[src/rtl/regfile_pkg.sv]
// Shared widths, handy types and RV32I ABI register indices for the register file slice.
package regfile_pkg;

    localparam int unsigned REG_ADDR_WIDTH = 5;
    localparam int unsigned REG_DATA_WIDTH = 32;

    typedef logic [REG_ADDR_WIDTH-1:0] reg_addr_t;
    typedef logic [REG_DATA_WIDTH-1:0] reg_data_t;

    localparam int unsigned ZERO = 0;
    localparam int unsigned T0   = 5;
    localparam int unsigned A0   = 10;
    localparam int unsigned A1   = 11;
    localparam int unsigned T4   = 29;

endpackage

[src/rtl/regfile_busy_tracker.sv]
// Per-register pending-write scoreboard: set on accepted issue, cleared on writeback or flush.
// REGFILE_BYPASS_EN lets a same-cycle writeback make its register issue-ready.
module regfile_busy_tracker #(
    parameter int unsigned ADDR_WIDTH = 5
) (
    input  logic                      clk,
    input  logic                      rst,
    input  logic                      flush,
    input  logic                      issue_valid,
    input  logic [ADDR_WIDTH-1:0]     issue_rd,
    input  logic                      we,
    input  logic [ADDR_WIDTH-1:0]     wa,
    output logic [2**ADDR_WIDTH-1:0]  busy,
    output logic                      issue_ready
);

    localparam int unsigned DEPTH = 2**ADDR_WIDTH;

    logic [DEPTH-1:0] busy_q;
    logic [DEPTH-1:0] busy_d;
    logic             wb_live;
    logic             issue_go;

    always_comb begin
        wb_live     = we && (wa != '0);
        issue_ready = (issue_rd == '0) || !busy_q[issue_rd];
`ifdef REGFILE_BYPASS_EN
        if (wb_live && (wa == issue_rd)) issue_ready = 1'b1;
`endif
        issue_go = issue_valid && issue_ready;

        // Order matters: writeback clears, a same-cycle issue re-sets, flush wipes all.
        busy_d = busy_q;
        if (wb_live) busy_d[wa] = 1'b0;
        if (issue_go && (issue_rd != '0)) busy_d[issue_rd] = 1'b1;
        if (flush) busy_d = '0;
        busy_d[0] = 1'b0;
    end

    always_ff @(posedge clk or posedge rst) begin
        if (rst) begin
            busy_q <= '0;
        end else begin
            busy_q <= busy_d;
        end
    end

    assign busy = busy_q;

endmodule

[src/rtl/regfile_scoreboard.sv]
// Multi-port integer register file with busy scoreboard and debug mirror for the RV32I decode stage.
// Optional same-cycle write-to-read bypass is enabled by defining REGFILE_BYPASS_EN.
module regfile_scoreboard
    import regfile_pkg::*;
#(
    parameter int unsigned ADDR_WIDTH = REG_ADDR_WIDTH,
    parameter int unsigned DATA_WIDTH = REG_DATA_WIDTH,
    parameter int unsigned NUM_READ   = 2,
    parameter int unsigned DBG_ADDR   = A0
) (
    input  logic                           clk,
    input  logic                           rst,
    input  logic [NUM_READ*ADDR_WIDTH-1:0] AD,
    output logic [NUM_READ*DATA_WIDTH-1:0] RD,
    output logic [NUM_READ-1:0]            RBUSY,
    input  logic [ADDR_WIDTH-1:0]          AD3,
    input  logic                           WE3,
    input  logic [DATA_WIDTH-1:0]          WD3,
    input  logic                           ISSUE_VALID,
    input  logic [ADDR_WIDTH-1:0]          ISSUE_RD,
    output logic                           ISSUE_READY,
    input  logic                           FLUSH,
    output logic [DATA_WIDTH-1:0]          DBG
);

    localparam int unsigned           DEPTH   = 2**ADDR_WIDTH;
    localparam logic [ADDR_WIDTH-1:0] DBG_IDX = ADDR_WIDTH'(DBG_ADDR);

    logic [DATA_WIDTH-1:0] regs [DEPTH];
    logic [DEPTH-1:0]      busy;
    logic                  wb_live;

    assign wb_live = WE3 && (AD3 != '0);

    always_ff @(posedge clk or posedge rst) begin
        if (rst) begin
            for (int unsigned i = 0; i < DEPTH; i++) regs[i] <= '0;
        end else if (wb_live) begin
            regs[AD3] <= WD3;
        end
    end

    regfile_busy_tracker #(
        .ADDR_WIDTH (ADDR_WIDTH)
    ) u_busy (
        .clk         (clk),
        .rst         (rst),
        .flush       (FLUSH),
        .issue_valid (ISSUE_VALID),
        .issue_rd    (ISSUE_RD),
        .we          (WE3),
        .wa          (AD3),
        .busy        (busy),
        .issue_ready (ISSUE_READY)
    );

    for (genvar g = 0; g < NUM_READ; g++) begin : g_read
        logic [ADDR_WIDTH-1:0] addr;
        logic                  hit;

        assign addr = AD[g*ADDR_WIDTH +: ADDR_WIDTH];
`ifdef REGFILE_BYPASS_EN
        assign hit = wb_live && (addr == AD3);
`else
        assign hit = 1'b0;
`endif
        // x0 is never written nor marked busy, so no special read case is needed.
        assign RD[g*DATA_WIDTH +: DATA_WIDTH] = hit ? WD3 : regs[addr];
        assign RBUSY[g]                       = hit ? 1'b0 : busy[addr];
    end

`ifdef REGFILE_BYPASS_EN
    assign DBG = (wb_live && (AD3 == DBG_IDX)) ? WD3 : regs[DBG_IDX];
`else
    assign DBG = regs[DBG_IDX];
`endif

endmodule

[config.mk]
export PLATFORM = sky130hd
export DESIGN_NAME = regfile_scoreboard
export DESIGN_NICKNAME = d
export VERILOG_FILES = /design/src/rtl/regfile_pkg.sv /design/src/rtl/regfile_busy_tracker.sv /design/src/rtl/regfile_scoreboard.sv
export SDC_FILE = /design/constraint.sdc
export NUM_CORES = 2
export LEC_CHECK = 0
export CORE_MARGIN = 5
export CORE_UTILIZATION = 55
export DETAILED_ROUTE_END_ITERATION = 10
export GPL_TIMING_DRIVEN = 1
export PLACE_DENSITY = 0.82
export SYNTH_ARGS = -nofsm -noshare
export SYNTH_HDL_FRONTEND = slang
export SYNTH_SLANG_ARGS = --single-unit
[constraint.sdc]
create_clock -name clk -period 84 [get_ports clk]
set_clock_uncertainty 0.15 [all_clocks]
set_input_delay 25.2 -clock clk [delete_from_list [all_inputs] [get_ports clk]]
set_output_delay 25.2 -clock clk [all_outputs]
set_load 0.01 [all_outputs]
* Yosys cells after proc, flatten, opt, wreduce, memory -nomap -nowiden *
Cells that the tools add are included.

storage, ports and cells
  input bits = 57
  flip-flop bits (word level) = 1055
  output and inout bits = 99

operators by class
  reductions and logical operators = 11
  magnitude comparators = 10
  mux-type cells = 22
  bitwise operators = 6

operators by type and width
  kind                                                                          count
  1024-bit bitwise mux                                                          1
  32-bit binary-select mux with 5-bit select                                    2
  32-bit 2-to-1 mux                                                             8
  32-bit demux with 5-bit select                                                1
  32-bit AND                                                                    1
  32-bit NOT                                                                    1
  32-bit OR                                                                     1
  5-bit by 6-bit less-than comparator with 1-bit output, second input constant  4
  6-bit >= comparator, second input constant                                    3
  5-bit NOT with 6-bit output                                                   3
  1-bit binary-select mux with 5-bit select                                     3
  1-bit demux with 5-bit select                                                 2
  5-bit by 1-bit >= comparator with 1-bit output, second input constant         2
  5-bit nonzero test                                                            2
  1-bit logical AND                                                             6
  6-bit by 1-bit less-than comparator with 1-bit output, second input constant  1
  5-bit logical NOT                                                             1
  1-bit 2-to-1 mux                                                              5
  1-bit logical NOT                                                             1
  1-bit logical OR                                                              1

* Longest topological paths before layout *
  word-level depth = 10
  depth in mapped cells = 8
  gate-level depth less buffers = 4

* Modules after synthesis *
A second synthesis with hierarchy kept.

second synthesis, totals
  cells, all modules = 4918
  area, all modules = 58738.8 sq um

modules (own cells, without submodules)
  module                area each (sq um)  cells an instance  instances  sequential area each (sq um)
  regfile_scoreboard    56763.2            4712               1          25624.6
  regfile_busy_tracker  1975.6             206                1          775.7

* Worst setup path after synthesis *
Ideal clock, no wire load.

  path kind = input-to-output
  start point = input AD[0]
  end point = output RD[0]
  buffers on the path = 3
  data arrival time = 26.784 ns
  slack = 31.866 ns
  stages on the path = 6
  cells stage by stage = buf_6 buf_12 buf_6 mux4_1 mux4_2 o21a_1

between the ends
  cells in the longest elaborated chain, start to end = 4

RTL lines
  item                                                   line                      source
  start: declaration                                     regfile_scoreboard.sv:13  input logic [NUM_READ*ADDR_WIDTH-1:0] AD,
  5-bit NOT with 6-bit output (implied by the code)      regfile_scoreboard.sv:68  assign RD[g*DATA_WIDTH +: DATA_WIDTH] = hit ? WD3 : regs[addr];
  32-bit binary-select mux with 5-bit select             regfile_scoreboard.sv:68
  32-bit 2-to-1 mux (implied by the code) (2 in series)  regfile_scoreboard.sv:68
  end: declaration                                       regfile_scoreboard.sv:14  output logic [NUM_READ*DATA_WIDTH-1:0] RD,

No other way between the ends. The select of a mux whose other input is x is not followed.

* Final worst setup path *
  start point = input AD[0]
  end point = output RD[29]

Same word-level chain as after synthesis.

==> run_summary.xml <==
<?xml version="1.0" encoding="UTF-8"?>
<metrics>
  <group name="sta">
    <metric name="fmax" unit="GHz">0.01821</metric>
    <metric name="fin_crit_sh" unit="%">65.38</metric>
    <metric name="final-max-slew-violation-count" unit="">0</metric>
    <metric name="timing.final.crit_period" unit="ns">54.92</metric>
    <metric name="grt_setup_unrepaired" unit="">false</metric>
    <metric name="tightest_slew" unit="ns">1.235</metric>
    <metric name="hold_viol" unit="">0</metric>
    <metric name="setup-tns-final" unit="ns">0</metric>
    <metric name="final_setup_fails" unit="">0</metric>
    <metric name="max_slew_margin" unit="%">17.42</metric>
  </group>
  <group name="power">
    <metric name="power_leakage" unit="uW">0.02716</metric>
    <metric name="powerDensity" unit="nW/um2">24.14</metric>
    <metric name="vdd_ir_drop_max" unit="uV">16.50</metric>
  </group>
  <group name="setup_path">
    <metric name="r2r-start" unit="">u_busy.busy[23]$_DFF_PP0_</metric>
    <metric name="critical_path.max_fanout" unit="">105</metric>
    <metric name="worstSetupEndpointType" unit="">primary output</metric>
    <metric name="crit_chain" unit="">buf_8 &gt; buf_4 &gt; buf_12 &gt; mux4_2 &gt; mux4_2 &gt; o21a_1 &gt; clkdlybuf4s50_1</metric>
    <metric name="cp-startpoint" unit="">AD[0]</metric>
    <metric name="crit_path_top_delay_cell" unit="">buf_4</metric>
    <metric name="worstSetupEndpoint" unit="">RD[29]</metric>
    <metric name="largest_incremental_delay_on_the_critical_path" unit="ns">0.83</metric>
    <metric name="buffers_inverters_on_critical_path" unit="">4</metric>
    <metric name="reg2reg_to" unit="">u_busy.busy[7]$_DFF_PP0_</metric>
    <metric name="worst_ep_arrival_time" unit="ns">29.57</metric>
    <metric name="r2r_setup_slack" unit="ns">81.81</metric>
    <metric name="cpMostUsedCell" unit="">mux4_2</metric>
    <metric name="crit_family" unit="">buffers and inverters</metric>
    <metric name="worst-path-stages" unit="">7</metric>
    <metric name="critical_path.startpoint_type" unit="">input pin</metric>
    <metric name="reg2reg_depth" unit="">5</metric>
    <metric name="classification_of_the_worst_setup_path" unit="">input pin to primary output</metric>
    <metric name="timing.critical_path.required" unit="ns">58.65</metric>
  </group>
  <group name="routing">
    <metric name="postRouteAntennaNets" unit="">0</metric>
    <metric name="route.detailed.drc" unit="">0</metric>
    <metric name="wl_per_cell" unit="um">31.53</metric>
    <metric name="routed-via-count" unit="">34550</metric>
    <metric name="drt-initial-drc-count" unit="">3730</metric>
    <metric name="post_drt_via_cell_ratio" unit="">7.060</metric>
    <metric name="postRouteWirelength" unit="um">154300</metric>
    <metric name="drt_pre_antenna_iters" unit="">6</metric>
  </group>
  <group name="clock_network">
    <metric name="cts_sinks" unit="">1055</metric>
    <metric name="clock_path_buffers" unit="">3</metric>
    <metric name="cts_tree" unit="">built</metric>
    <metric name="post-cts-setup-buffer-count" unit="">0</metric>
    <metric name="cts.root.buffer_cell" unit="">clkbuf_16</metric>
    <metric name="cts-resized-gates" unit="">0</metric>
    <metric name="reg_clk_slew_reported_paths" unit="ns">0.06</metric>
    <metric name="h-tree-depth" unit="">3</metric>
    <metric name="cts.hold.buffers_added" unit="">0</metric>
    <metric name="cts_made_buffers" unit="">111</metric>
    <metric name="worstSkewPairLatency" unit="ns">0.69</metric>
  </group>
  <group name="global_route">
    <metric name="grt_max_degree" unit="">186</metric>
    <metric name="first_pass_grt_wire_length" unit="um">235300</metric>
    <metric name="grt_remaining_overflow" unit="">0</metric>
    <metric name="grt_antenna_before_repair" unit="">4</metric>
    <metric name="grt_pass1_vias" unit="">36280</metric>
    <metric name="track_usage" unit="%">27.83</metric>
  </group>
  <group name="floorplan">
    <metric name="core_area" unit="um2">103300</metric>
    <metric name="die-area" unit="um2">110500</metric>
    <metric name="placementRows" unit="">118</metric>
    <metric name="die-width" unit="um">332.5</metric>
    <metric name="height_of_the_die" unit="um">332.5</metric>
    <metric name="i_o_pins" unit="">156</metric>
    <metric name="floorplan.initialDensity" unit="%">55.35</metric>
  </group>
  <group name="finish">
    <metric name="syn_to_final_growth" unit="%">10.09</metric>
    <metric name="post_route_cells_drive_above_1_share" unit="%">52.62</metric>
    <metric name="fill_cells" unit="">7343</metric>
    <metric name="post-route-cell-area" unit="um2">62970</metric>
    <metric name="final_net_count" unit="">3474</metric>
    <metric name="multi_input_comb_area" unit="um2">28680</metric>
    <metric name="layout.area.seq" unit="um2">26400</metric>
  </group>
  <group name="yosys">
    <metric name="synth_top_family_by_area" unit="">multiplexers</metric>
    <metric name="post_synth_instance_area" unit="um2">57200</metric>
    <metric name="area_fraction_in_compound_gates_after_synthesis" unit="%">2.459</metric>
    <metric name="ys.flop_type" unit="">dfrtp_1</metric>
    <metric name="synth_area_leader_cell" unit="">dfrtp_1</metric>
    <metric name="synthesis.area_per_instance" unit="um2">16.16</metric>
    <metric name="synth.mux.area_fraction" unit="%">46.05</metric>
    <metric name="synth_xor_xnor_area_share" unit="%">0</metric>
    <metric name="ys_seq_area_share" unit="%">46.16</metric>
    <metric name="synth-edff-count" unit="">0</metric>
    <metric name="arithmetic_cell_share_of_the_synthesized_area_counting_full_adders_half_adders_and_majority_gates" unit="%">0</metric>
    <metric name="ys_seq_elements" unit="">1055</metric>
    <metric name="yosys.area_share.simple" unit="%">1.347</metric>
    <metric name="synth-warning-count" unit="">0</metric>
    <metric name="synth.area.top_cells" unit="">dfrtp_1, mux4_2, mux2_2</metric>
    <metric name="synth_fp_nets" unit="">3596</metric>
    <metric name="synthesis.instances" unit="">3539</metric>
    <metric name="synth.lib_cells_used.distinct" unit="">44</metric>
    <metric name="postSynth.asyncResetShare" unit="%">100.0</metric>
    <metric name="synth_top_area_share" unit="%">46.16</metric>
  </group>
  <group name="flow_run">
    <metric name="cap_viol_max_count" unit="">0</metric>
  </group>
  <group name="hold_path">
    <metric name="timing.hold.worst.class" unit="">flop to flop</metric>
    <metric name="worst_hold_startpoint" unit="">regs[999]$_DFFE_PP0P_</metric>
  </group>
  <group name="status">
    <metric name="outcome" unit="">finished clean</metric>
  </group>
  <group name="place">
    <metric name="hpwlAfterDp" unit="um">84210</metric>
    <metric name="gpl.final_weighted_congestion" unit="">0.7825</metric>
    <metric name="port-buffer-count" unit="">155</metric>
    <metric name="post_dp_cell_area" unit="um2">58910</metric>
  </group>
</metrics>
-- cell usage after synthesis (5+ instances only) --
library cell     n
buf_1           65
or3b_2          15
nand3_1          9
o21a_1          68
mux4_1          82
mux2i_1        138
nand3b_1        13
clkbuf_1       244
mux4_2         516
nor2b_1         11
nand2b_1         6
and2_1           9
dfrtp_1       1055
o31ai_1          6
buf_6           23
a32o_1           5
mux2_2         993
nor2_1          11
buf_2           67
buf_12           8
buf_4           44
a22oi_1         68
nand2_1         33
o31ai_2         19
-- cells in the final DEF, fill, tap and decap left out, types with 5 or more instances in the layout --
cell type,Yosys,layout
a22oi_1,68,68
a32o_1,5,5
and2_2,0,8
buf_12,8,5
buf_4,44,60
bufinv_16,0,17
clkbuf_1,244,16
clkbuf_16,0,113
clkbuf_8,0,28
clkdlybuf4s50_1,0,145
clkinv_2,0,17
clkinv_4,0,5
dfrtp_1,1055,1055
inv_6,0,5
mux2_2,993,993
mux2i_1,138,138
mux4_1,82,82
mux4_2,516,516
nand2_1,33,20
nand2_2,0,11
nand2b_1,6,6
nand3_1,9,5
nand3b_1,13,13
nor2_1,11,5
nor2_4,0,6
nor2b_1,11,9
o21a_1,68,68
o31ai_1,6,6
o31ai_2,19,19
or3b_2,15,15
-- cell families (layout without fill, tap and decap cells) --
group,count (synthesis),count (layout)
multiplexers,1729,1729
other,0,2
buffers and inverters,455,428
flip-flops,1055,1055
AO/OA/AOI/OAI,172,172
AND/OR/NAND/NOR,128,128
-- how the worst min path moves through the flow --
stage	endpoint	slack, ns	depth (start not counted)
floorplan	regs[1005]$_DFFE_PP0P_	0.29	1
global placement	regs[1005]$_DFFE_PP0P_	0.22	0
detailed placement	regs[1018]$_DFFE_PP0P_	0.23	0
CTS	regs[992]$_DFFE_PP0P_	0.24	0
global route	regs[995]$_DFFE_PP0P_	0.25	0
finish	regs[999]$_DFFE_PP0P_	0.25	0
-- where the power goes --
part / leakage [uW] / internal (uW) / switching (uW)
registers: 0.0136 / 602 / 70.5
logic: 0.0116 / 194 / 113
clock network: 0.00200 / 325 / 216
total: 0.0272 / 1120 / 399
-- layer usage --
metal / global-route usage (%) / part of all wire [%] / up-vias / routed length [um]
met2: 44.22 / 48 / 1721 / 73810
li1: - / - / 13610 / -
met4: 9.023 / 3.6 / 2 / 5514
met3: 6.469 / 9.0 / 345 / 13960
met5: 0 / 0.0071 / - / 11
met1: 38.72 / 40 / 18870 / 61030
-- registers in the layout (all words and copies together), names as in the netlist --
register and flops:
regs 992, u_busy.busy 31, DBG 32
-- layout make-up --
| type | count | area share (%) |
|---|---|---|
| sequential | 1055 | 41.92 |
| inverter | 2 | 0.02384 |
| timing repair buffer | 218 | 3.326 |
| antenna | 2 | 0.007948 |
| tap | 1380 | 2.742 |
| multi-input combinational | 2029 | 45.54 |
| clock inverter | 51 | 1.236 |
| clock buffer | 157 | 5.198 |
-- per-stage QoR --
stage / total power, uW / setup WS, ns / hold slack [ns] / util, % / std cells
3_3_place_gp: 966.5 / 29.04 / 0.2215 / 57.00 / 4684
3_5_place_dp: 984.2 / 29.07 / 0.2321 / 57.00 / 4684
2_1_floorplan: 901.4 / 28.95 / 0.2857 / - / 3539
4_1_cts: 1525 / 29.04 / 0.2440 / 60.92 / 4892
6_report: 1520 / 29.08 / 0.2454 / 60.93 / 4894
5_1_grt: 1580 / 28.80 / 0.2515 / 60.92 / 4892
(Power assumes the default switching activity.)
